$ cat src/rtl/golomb_rice_serializer.sv
// Golomb-Rice codeword serializer: one code bit per bit_valid/bit_ready transfer, MSB first.
// Build option GOLOMB_LIMIT_EN caps codewords at LIMIT bits using an escape code.
`ifndef MODRESIDUAL_LENGTH
`define MODRESIDUAL_LENGTH 8
`endif

module golomb_rice_serializer #(
    parameter int MERR_W = `MODRESIDUAL_LENGTH,
    parameter int K_W    = 4,
    parameter int QBPP   = 8,
    parameter int LIMIT  = 32
) (
    input  logic              clk,
    input  logic              rst,
    input  logic              in_valid,
    output logic              in_ready,
    input  logic [MERR_W-1:0] merr_in,
    input  logic [K_W-1:0]    k_in,
    output logic              bit_out,
    output logic              bit_valid,
    input  logic              bit_ready,
    output logic              code_last
);
    // state  | meaning
    // IDLE   | waiting for a symbol, in_ready high
    // PREFIX | emitting unary zeros, preCnt still to go
    // STOP   | emitting the terminating 1
    // SUFFIX | emitting sufCnt remaining suffix bits, MSB first
    typedef enum logic [1:0] {IDLE, PREFIX, STOP, SUFFIX} stateT;

    localparam int DW   = (MERR_W > QBPP) ? MERR_W : QBPP;
    localparam int PMAX = (LIMIT > (1 << MERR_W)) ? LIMIT : (1 << MERR_W);
    localparam int PCW  = $clog2(PMAX + 1);
    localparam int SCW  = $clog2(DW + 1);
`ifdef GOLOMB_LIMIT_EN
    localparam int ESC  = LIMIT - QBPP - 1;
`endif

    stateT          state, stateNext;
    logic [PCW-1:0] preCnt, preCntNext;
    logic [SCW-1:0] sufCnt, sufCntNext;
    logic [DW-1:0]  sufData, sufDataNext;
    logic [SCW-1:0] kEff;
    logic [SCW-1:0] sufIdx;
    logic [MERR_W-1:0] qVal;
    logic [DW-1:0]  sufShift;

    always_ff @(posedge clk) begin
        if (rst) begin
            state   <= IDLE;
            preCnt  <= '0;
            sufCnt  <= '0;
            sufData <= '0;
        end else begin
            state   <= stateNext;
            preCnt  <= preCntNext;
            sufCnt  <= sufCntNext;
            sufData <= sufDataNext;
        end
    end

    always_comb begin
        stateNext   = state;
        preCntNext  = preCnt;
        sufCntNext  = sufCnt;
        sufDataNext = sufData;
        in_ready    = 1'b0;
        bit_valid   = 1'b0;
        bit_out     = 1'b0;
        code_last   = 1'b0;
        kEff        = (32'(k_in) > QBPP) ? SCW'(QBPP) : SCW'(k_in);
        qVal        = merr_in >> kEff;
        sufIdx      = sufCnt - SCW'(1);
        sufShift    = sufData >> sufIdx;

        case (state)
            IDLE: begin
                in_ready = 1'b1;
                if (in_valid) begin
                    preCntNext  = PCW'(qVal);
                    sufCntNext  = kEff;
                    sufDataNext = DW'(merr_in);
`ifdef GOLOMB_LIMIT_EN
                    // quotient too long: fixed-length prefix then raw (merr-1)
                    if (int'(qVal) >= ESC) begin
                        preCntNext  = PCW'(ESC);
                        sufCntNext  = SCW'(QBPP);
                        sufDataNext = DW'(merr_in) - DW'(1);
                    end
`endif
                    stateNext = (preCntNext == '0) ? STOP : PREFIX;
                end
            end
            PREFIX: begin
                bit_valid = 1'b1;
                if (bit_ready) begin
                    preCntNext = preCnt - PCW'(1);
                    if (preCnt == PCW'(1)) stateNext = STOP;
                end
            end
            STOP: begin
                bit_valid = 1'b1;
                bit_out   = 1'b1;
                code_last = (sufCnt == '0);
                if (bit_ready) stateNext = (sufCnt == '0) ? IDLE : SUFFIX;
            end
            SUFFIX: begin
                bit_valid = 1'b1;
                bit_out   = sufShift[0];
                code_last = (sufCnt == SCW'(1));
                if (bit_ready) begin
                    sufCntNext = sufCnt - SCW'(1);
                    if (sufCnt == SCW'(1)) stateNext = IDLE;
                end
            end
            default: stateNext = IDLE;
        endcase

        // outputs read as idle for the whole reset window
        if (rst) begin
            in_ready  = 1'b0;
            bit_valid = 1'b0;
            bit_out   = 1'b0;
            code_last = 1'b0;
        end
    end
endmodule

$ cat config.mk
export PLATFORM = sky130hd
export DESIGN_NAME = golomb_rice_serializer
export DESIGN_NICKNAME = d
export VERILOG_FILES = /design/src/rtl/golomb_rice_serializer.sv
export SDC_FILE = /design/constraint.sdc
export NUM_CORES = 1
export LEC_CHECK = 0
export BUFFER_PORTS_ARGS = -buffer_cell sky130_fd_sc_hd__buf_2
export CORE_ASPECT_RATIO = 0.7
export CORE_UTILIZATION = 45
export CTS_BUF_LIST = sky130_fd_sc_hd__clkbuf_4
export DETAILED_ROUTE_END_ITERATION = 12
export SLEW_MARGIN = 20
export SYNTH_ARGS = -nofsm -noshare
export SYNTH_HDL_FRONTEND = slang
export SYNTH_SLANG_ARGS = --single-unit
$ cat constraint.sdc
create_clock -name clk -period 3.1 [get_ports clk]
set_clock_uncertainty 0.05 [all_clocks]
set_input_delay 0.62 -clock clk [delete_from_list [all_inputs] [get_ports clk]]
set_output_delay 0.62 -clock clk [all_outputs]
set_load 0.05 [all_outputs]
# Yosys cells after proc, flatten, opt, wreduce, memory -nomap -nowiden
# Index checks and enable logic that the tools add are counted.
[classes]
n_addsub = 2
order_cmp = 1
n_eq_ne = 11
n_shift = 2
muxes = 24
reduce_logical = 10
[ops]
columns = ["cell", "count"]
rows = [
  ["9-bit two-way mux", 2],
  ["9-bit one-hot mux with 2 select lines", 1],
  ["2-bit two-way mux", 8],
  ["4-bit two-way mux", 3],
  ["2-bit inequality test, second input constant", 6],
  ["9-bit by 1-bit equality test with 1-bit output, second input constant", 1],
  ["9-bit by 1-bit subtractor with 9-bit output, second input constant", 1],
  ["8-bit zero test", 1],
  ["2-bit one-hot mux with 4 select lines", 1],
  ["4-bit one-hot mux with 2 select lines", 1],
  ["8-bit by 4-bit right shift with 1-bit output", 1],
  ["8-bit by 4-bit right shift with 8-bit output", 1],
  ["1-bit two-way mux", 6],
  ["3-bit AND reduction", 2],
  ["6-bit AND reduction", 1],
  ["2-bit equality test, second input constant", 2],
  ["4-bit by 1-bit equality test with 1-bit output, second input constant", 1],
  ["4-bit > comparator, second input constant", 1],
  ["4-bit zero test", 1],
  ["1-bit one-hot mux with 2 select lines", 2],
  ["2-bit nonzero test", 2],
  ["4-bit by 1-bit subtractor with 4-bit output, second input constant", 1],
  ["3-bit OR reduction", 1],
  ["2-bit by 1-bit equality test with 1-bit output, second input constant", 1],
  ["other kinds (2)", 2],
]
[word_totals]
ff_bits = 23

# Depth between registers and ports, before layout
# Gate-level depths: netlist (run 1).
[depth]
word_depth = 7
depth_mapped = 8

# Worst setup path after synthesis (run 1)
# Ideal clock, no wire load.
[synth_path]
kind = "input -> output"
startpoint = "in rst"
endpoint = "out code_last"
t_arrival_ps = 2439
required_ps = 2430
slack_ps = -9
path_stages = 3
path_cell_list = "clkbuf_1 -> nand2b_1 -> nor4_1"
[synth_between]
elab_chain_cells = 1
[synth_rtl]
columns = ["item", "line", "text"]
rows = [
  ["start: declaration", "14", "input logic rst,"],
  ["1-bit two-way mux", "120", "if (rst) begin"],
  ["end: declaration", "22", "output logic code_last"],
]
# Every way passes these cells.

# Final worst setup path (run 1)
[layout_path]
startpoint = "reg sufCnt[1]"
endpoint = "out bit_out"
[layout_between]
elab_chain_cells = 4
[layout_rtl]
columns = ["item", "line", "text"]
rows = [
  ["start: declaration", "41", "logic [SCW-1:0] sufCnt, sufCntNext;"],
  ["start signal: assignment", "57", "sufCnt <= sufCntNext;"],
  ["4-bit by 1-bit subtractor with 4-bit output", "73", "sufIdx = sufCnt - SCW'(1);"],
  ["8-bit by 4-bit right shift with 1-bit output", "74", "sufShift = sufData >> sufIdx;"],
  ["1-bit one-hot mux with 2 select lines", "76", "case (state)"],
  ["1-bit two-way mux", "120", ""],
  ["end: declaration", "19", "output logic bit_out,"],
]
# Every way passes these cells.

==> summary.md, run 1 <==
| Metric | Value |
|---|---|
| DRC Markers | `0` |
| Global-route wire length before repair | `7020 um` |
| Post-Layout Cell Count | `283` |
| Worst Path Required | `around 2400 ps` |
| Vias in the first global route | `1453` |
| CP max stage cell | `mux4_2` |
| Root Buffer | `clkbuf_4` |
| Antenna violations before repair | `0` |
| Kind of critical path | `reg -> out` |
| Wire length per cell | `15.5 um` |
| Seq/Total Area, Yosys | `roughly 27%` |
| Maximum clock frequency | `approximately 340 MHz` |
| Cells along the critical path | `inv_1 -> ha_1 -> mux4_2 -> mux2_2 -> nand2_1 -> a21oi_1 -> buf_2` |
| Register share of total power | `between 30% and 40%` |
| Reg2Reg Capture Point | `state[0]$_SDFFE_PP0P_` |
| Slowest stage delay, CP | `520 ps` |
| Hold buffers post-CTS | `0` |
| Fin nets | `254` |
| Largest net degree at the start of global routing | `28` |
| Max clock buf depth | `2` |
| Post-synth EDFFs | `0` |
| Clk pwr share | `12.5%` |
| Critical R2R Launch | `preCnt[4]$_SDFFE_PP0P_` |
| Global router's overall resource usage | `a little under a quarter` |
| DR vias | `1691` |
| PD cells | `687 nW/um^2` |
| ANT cells | `0` |
| Mapped Cells | `223` |
| Final Hold Viols | `0` |
| Run status | `completed` |
| Peak VDD IR | `0.000386 V` |
| Worst-Margin Slew | `506 ps` |
| Setup TNS | `0 ps` |
| FF-to-FF path depth | `5` |
| Final HPWL DP | `between 3000 and 4000 um` |
| Die width | `about 75 um` |
| Crit path arrival time | `2280 ps` |
| H-tree Lvls | `1` |
| GPL Wtd Cong | `approximately 0.86` |
| Mapped Nets | `243` |
| CP bufs+invs | `2` |
| Synth area leaders | `dfxtp_1, nand2_1, a21oi_1` |
| GRT Residual Overflow | `0` |
| Worst hold-check path type | `reg -> reg` |
| Lkg Pwr | `0.689 nW` |
| Share of layout cells above drive strength 1 | `17.6%` |
| Hold depth | `2` |
| Crit end category | `output pin` |
| R2r setup slk | `1130 ps` |
| Final-report max-slew violation count | `0` |
| DRT antenna net count | `0` |
| DR pass1 iterations | `5` |
| Unrepaired setup endpoints after global routing | `false` |
| IO buf count | `19` |
| Post-layout min period | `2950 ps` |
| # clock sinks | `23` |
| Net load switching power | `0.000569 W` |
| Area Overhead vs Synth | `8.86%` |
| Post-Place Cells | `roughly 280` |
| CTS buffer count | `3` |
| Headroom to the max-slew limit | `between 60% and 70%` |
| CTS tree | `yes` |
| Clk Latency, worst-skew pair | `320 ps` |
| Die area | `between 3000 and 4000 sq um` |
| Cell Area, Synth | `1680 sq um` |
| Share of the synthesized area in the top cell type | `27.4%` |
| Crit path max fanout | `3` |
| Logic gate share of total power | `52.6%` |
| Startpoint Class | `flop` |
| Die Y-Extent | `53.1 um` |
| Beginning of the worst hold path | `sufData[6]$_SDFFE_PP0P_` |
| DRT iter0 DRCs | `250` |
| Fin crit share | `95.1%` |
| Switching Fraction | `45.3%` |
| Row count | `18` |
| Setup-failing EPs final | `0` |
| Yosys reg bits | `23` |
| Starting Density | `47.5%` |
| Asr flop ratio synth | `0%` |
| Internal power | `0.000688 W` |
| MaxCap Viol Count | `0` |
| Primary FF master, synth | `dfxtp_1` |
| Synth Warn # | `0` |
| Clk pin slew, worst setup/hold paths | `between 100 and 150 ps` |
| Hold path endpoint | `sufData[6]$_SDFFE_PP0P_` |
| Syn Area/Cell | `7.54 sq um` |
| Core region area | `approximately 3500 sq um` |
| Via-to-Cell Ratio | `5.98` |
| Post-Route WL | `about 4400 um` |
| Post-synth cell types | `47` |
| # IOs | `20` |
| Area leader, netlist | `dfxtp_1` |
| Cell family with most CP delay | `multiplexers` |
==> worst max path at each step <==
stage	start	end	slack (ps)	cells after the start
2_1_floorplan	sufCnt[0]$_SDFFE_PP0P_	bit_out	330	6
3_3_place_gp	sufCnt[0]$_SDFFE_PP0P_	bit_out	480	7
3_5_place_dp	sufCnt[0]$_SDFFE_PP0P_	bit_out	390	7
4_1_cts	sufCnt[0]$_SDFFE_PP0P_	bit_out	20	7
5_1_grt	sufCnt[1]$_SDFFE_PP0P_	bit_out	20	7
6_report	sufCnt[1]$_SDFFE_PP0P_	bit_out	150	7
==> area by class of cell <==
cell class                 instances  area [sq um]
timing repair buffer              20           103
tap                               50          62.6
inverter                           7          26.3
fill                             347          1710
sequential                        23           464
clock buffer                       4          30.0
multi-input combinational        179          1140
==> synth_stat cells, types with 2 or more instances <==
cell type / instances
o21ai_0: 15
nor3b_1: 4
a21bo_2: 2
nand2b_1: 5
mux2i_1: 3
mux2_2: 4
a221oi_1: 4
nand3b_1: 2
ha_1: 4
nand2_1: 39
mux4_2: 3
nand3_1: 5
a22oi_1: 6
nor2b_1: 5
a2bb2oi_1: 2
nor3_1: 6
nor4_1: 3
a21oi_1: 18
inv_1: 7
nor2_1: 20
clkbuf_1: 11
dfxtp_1: 23
a222oi_1: 2
and2_1: 2
buf_2: 3
xnor2_1: 3
o22ai_1: 2
==> flip-flops by register name, indices dropped and copies added (netlist names) <==
| signal | cells |
|---|---|
| preCnt | 9 |
| sufData | 8 |
| sufCnt | 4 |
| state | 2 |
==> power by group through the flow <==
stage          sequential (W)  combinational [W]  clock (W)
4_1_cts              0.000438           0.000656   0.000164
3_5_place_dp         0.000444           0.000652          0
3_3_place_gp         0.000442           0.000637          0
6_report             0.000439           0.000660   0.000157
5_1_grt              0.000451           0.000733   0.000173
2_1_floorplan        0.000399           0.000557          0
==> cells in the final DEF (no fill, tap or decap), drive strengths merged, types with 6 or more instances in the layout <==
master	synthesis	layout
o21ai	16	16
nor2	20	20
dfxtp	23	23
a22oi	6	6
nand2	39	39
nor3	6	6
a21oi	19	19
inv	7	7
buf	3	20
==> what timing repair did <==
action	4_1_cts	5_1_grt
buffers inserted	0	0
gates resized for setup	0	2
setup endpoints to repair	0	1
==> worst min-delay path, delay by kind of cell, from the launching register on <==
family | cells | cell delay (ps)
AOI/OAI and AO/OA | 1 | 50
and+or+nand+nor | 1 | 50
DFF | 1 | 340
==> stage by stage <==
stage | util, % | setup slack (ps) | hold slack, ps | instance area, sq um | power, W
final | 51.7 | 151 | 425 | 1830 | 0.00126
after floorplan | - | 326 | 383 | 1690 | 0.000957
after global routing | 51.7 | 19.1 | 438 | 1830 | 0.00136
after global placement | 50.8 | 475 | 400 | 1800 | 0.00108
after CTS | 51.6 | 21.2 | 423 | 1830 | 0.00126
after detailed placement | 50.8 | 395 | 400 | 1800 | 0.00110
==> cell families (layout without fill, tap and decap cells) <==
group / Yosys count / in the layout / synth area share, %
muxes: 11 / 11 / 9.16
AOI/OAI and AO/OA: 63 / 63 / 25.9
DFF: 23 / 23 / 27.4
and+or+nand+nor: 98 / 98 / 28.1
adders and majority gates: 4 / 4 / 2.98
xor gates and xnor gates: 3 / 3 / 1.56
buffers and inverters: 21 / 31 / 4.91
==> layer usage <==
layer	up-vias	track usage, %	part of all wire, %
met2	68	34.8	43
li1	823	-	-
met5	-	0	0
met3	2	5.71	7.7
met4	0	2.83	0.37
met1	798	35.8	49
Power figures use the tool's default switching activity.
==> run 2: changes to the inputs <==
--- a/config.mk
+++ b/config.mk
@@ -5,7 +5,9 @@
 export SDC_FILE = /design/constraint.sdc
 export NUM_CORES = 1
 export LEC_CHECK = 0
+export ABC_AREA = 1
 export BUFFER_PORTS_ARGS = -buffer_cell sky130_fd_sc_hd__buf_2
+export CAP_MARGIN = 40
 export CORE_ASPECT_RATIO = 0.7
 export CORE_UTILIZATION = 45
 export CTS_BUF_LIST = sky130_fd_sc_hd__clkbuf_4
==> summary.md, run 2 <==
| Metric | Value |
|---|---|
| Run status | `completed` |
| Setup TNS | `0 ps` |
| Critical R2R Launch | `state[1]$_SDFFE_PP0P_` |
| Most frequent cells in the layout | `nand2_1, inv_1, nor2_1, a21oi_1, o21ai_0` |
| CTS tree | `yes` |
| Final core occ | `51.2%` |
| Kind of critical path | `reg -> out` |
| Synth Warn # | `0` |
| Register share of total power | `32.6%` |
| Crit end category | `output pin` |
| Commonest non-fill, non-tap cell in the layout | `nand2_1` |
| CTS buffer count | `3` |
| Final-report max-slew violation count | `0` |
| DR vias | `~1700` |
| Biggest register | `preCnt` |
| Wire length per cell | `12.4 um` |
| Post-synth EDFFs | `0` |
| Area occupied by multi-input gates | `1040 sq um` |
| Lkg Pwr | `0.870 nW` |
| Mapped Cells | `about 270` |
| PD cells | `806 nW/um^2` |
| Setup-failing EPs final | `0` |
| GPL Wtd Cong | `approximately 0.87` |
| Area leader, netlist | `dfxtp_1` |
| Area Overhead vs Synth | `7.53%` |
| Final HPWL DP | `3220 um` |
| Clk Latency, worst-skew pair | `330 ps` |
| # IOs | `20` |
| GRT Residual Overflow | `0` |
| DR pass1 iterations | `4` |
| Starting Density | `47.6%` |
| Die area | `4020 sq um` |
| Global-route wire length before repair | `7000 um` |
| DRC Markers | `0` |
| Die Y-Extent | `53.3 um` |
| Share of layout cells above drive strength 1 | `14.2%` |
| Hold buffers post-CTS | `0` |
| Asr flop ratio synth | `0%` |
| Final Hold Viols | `0` |
| Beginning of the worst hold path | `preCnt[8]$_SDFFE_PP0P_` |
| Die width | `between 70 and 80 um` |
| DP Worst Slack | `approximately 540 ps` |
| Count leader, synth | `nand2_1` |
| Core region area | `3560 sq um` |
| Critical path launch point | `sufCnt[0]$_SDFFE_PP0P_` |
| Cell Area, Synth | `1690 sq um` |
| Fin crit share | `between 90% and 100%` |
| Peak VDD IR | `0.000603 V` |
| MaxCap Viol Count | `0` |
| PnR worst setup slack | `268 ps` |
| H-tree Lvls | `1` |
| # clock sinks | `23` |
| Worst-Margin Slew | `595 ps` |
| Crit path max fanout | `8` |
| Commonest cells in the synthesized netlist | `nand2_1, inv_1, nor2_1` |
| Global router's overall resource usage | `a little under a quarter` |
| Filler cell count in the final layout | `398` |
| Startpoint Class | `flop` |
| Primary FF master, synth | `dfxtp_1` |
| Logic gate share of total power | `a little under three fifths` |
| Worst Path Required | `2430 ps` |
| Post-synth cell types | `31` |
| DRT iter0 DRCs | `85` |
| Crit path arrival time | `2160 ps` |
| Clk pwr share | `10.7%` |
| Post-Route WL | `4110 um` |
| Largest net degree at the start of global routing | `19` |
| Biggest regs | `preCnt x9, sufData x8, sufCnt x4` |
| Post-layout min period | `2830 ps` |
| Sequential cell area | `462 sq um` |
| Row count | `18` |
| Worst hold-check path type | `reg -> reg` |
| Synth area leaders | `dfxtp_1, nand2_1, a21oi_1` |
| Syn Area/Cell | `6.35 sq um` |
| Mapped Nets | `287` |
| Fin nets | `between 300 and 400` |
| Headroom to the max-slew limit | `60.3%` |
| Yosys reg bits | `23` |
| Seq/Total Area, Yosys | `27.2%` |
| Max clock buf depth | `2` |
| Maximum clock frequency | `353 MHz` |
| IO buf count | `19` |
| Unrepaired setup endpoints after global routing | `false` |
| Vias in the first global route | `1469` |
| DRT antenna net count | `0` |
| Via-to-Cell Ratio | `5.12` |
| Internal power | `0.000726 W` |
| Antenna violations before repair | `0` |
| Clk pin slew, worst setup/hold paths | `about 150 ps` |
| Net load switching power | `0.000742 W` |
| Share of the synthesized area in the top cell type | `27.2%` |
| Root Buffer | `clkbuf_4` |
| Switching Fraction | `50.5%` |
| ANT cells | `0` |
| Max FFs per register | `9` |
-- run 2: changes by cell type after synthesis, sizes merged, moves of 8 or more --
cell,change
inv,+27
nand2,+26
nand3,+16
o21ai,+12
a21oi,+8
nor2,+8
-- run 2: power groups by stage --
stage | Clock [W] | Sequential [W] | Combinational, W
floorplan | 0 | 0.000449 | 0.000717
global placement | 0 | 0.000484 | 0.000826
detailed placement | 0 | 0.000483 | 0.000832
CTS | 0.000160 | 0.000476 | 0.000835
global route | 0.000171 | 0.000492 | 0.000960
finish | 0.000158 | 0.000479 | 0.000832
-- run 2: path summary, 6_finish.rpt --
kind | endpoint | slack, ps | depth (start not counted)
setup / recovery | bit_out | 270 | 10
hold / removal | preCnt[8]$_SDFFE_PP0P_ | 420 | 1
setup reg to reg | preCnt[0]$_SDFFE_PP0P_ | 1200 | 7
hold reg to reg | preCnt[8]$_SDFFE_PP0P_ | 420 | 1
-- run 2: worst max-delay path, stage by stage (launching register included) --
cell,delay [ps]
dfxtp_2,420
inv_1,120
ha_1,340
inv_1,110
a21oi_1,60
a22oi_1,180
nor2_1,60
nor2_1,70
o21ai_0,80
a21oi_1,120
buf_2,270
-- run 2: metal layers --
| metal | global-route usage, % | up-vias | share of wire [%] | wire, um |
|---|---|---|---|---|
| li1 | - | 912 | - | - |
| met1 | 36.3 | 739 | 55 | 2270 |
| met2 | 32.4 | 46 | 38 | 1570 |
| met3 | 4.76 | 2 | 6.1 | 249 |
| met4 | 4.32 | 0 | 0.37 | 15 |
| met5 | 0 | - | 0 | 0 |
-- run 2: through the flow --
| step | total power (W) | hold slack [ps] | instances | area, sq um |
|---|---|---|---|---|
| finish | 0.00147 | 420 | 332 | 1820 |
| global route | 0.00162 | 435 | 332 | 1820 |
| CTS | 0.00147 | 422 | 332 | 1820 |
| detailed placement | 0.00131 | 402 | 328 | 1790 |
| global placement | 0.00131 | 399 | 328 | 1790 |
| floorplan | 0.00117 | 369 | 267 | 1690 |
-- run 2: cell type report --
class,count,share of cell area [%]
clock buffers,3,1.24
clock inverters,1,0.412
inverters,34,7.01
multi-input cells,201,56.9
flip-flops and latches,23,25.3
well taps,50,3.43
repair buffers,20,5.63
-- run 2: cell families (layout without fill, tap and decap cells) --
group / after synthesis / in the layout / share of synthesized area (%)
simple gates: 121 / 121 / 30.9
compound gates: 68 / 68 / 23.2
buf+inv: 43 / 58 / 11.6
flops: 23 / 23 / 27.2
xor+xnor: 8 / 8 / 4.14
fa+ha+maj: 4 / 4 / 2.95
-- run 2: what timing repair did --
action,4_1_cts,5_1_grt
resized for setup,0,1
setup buffers,0,0
endpoints found under the setup margin,0,1
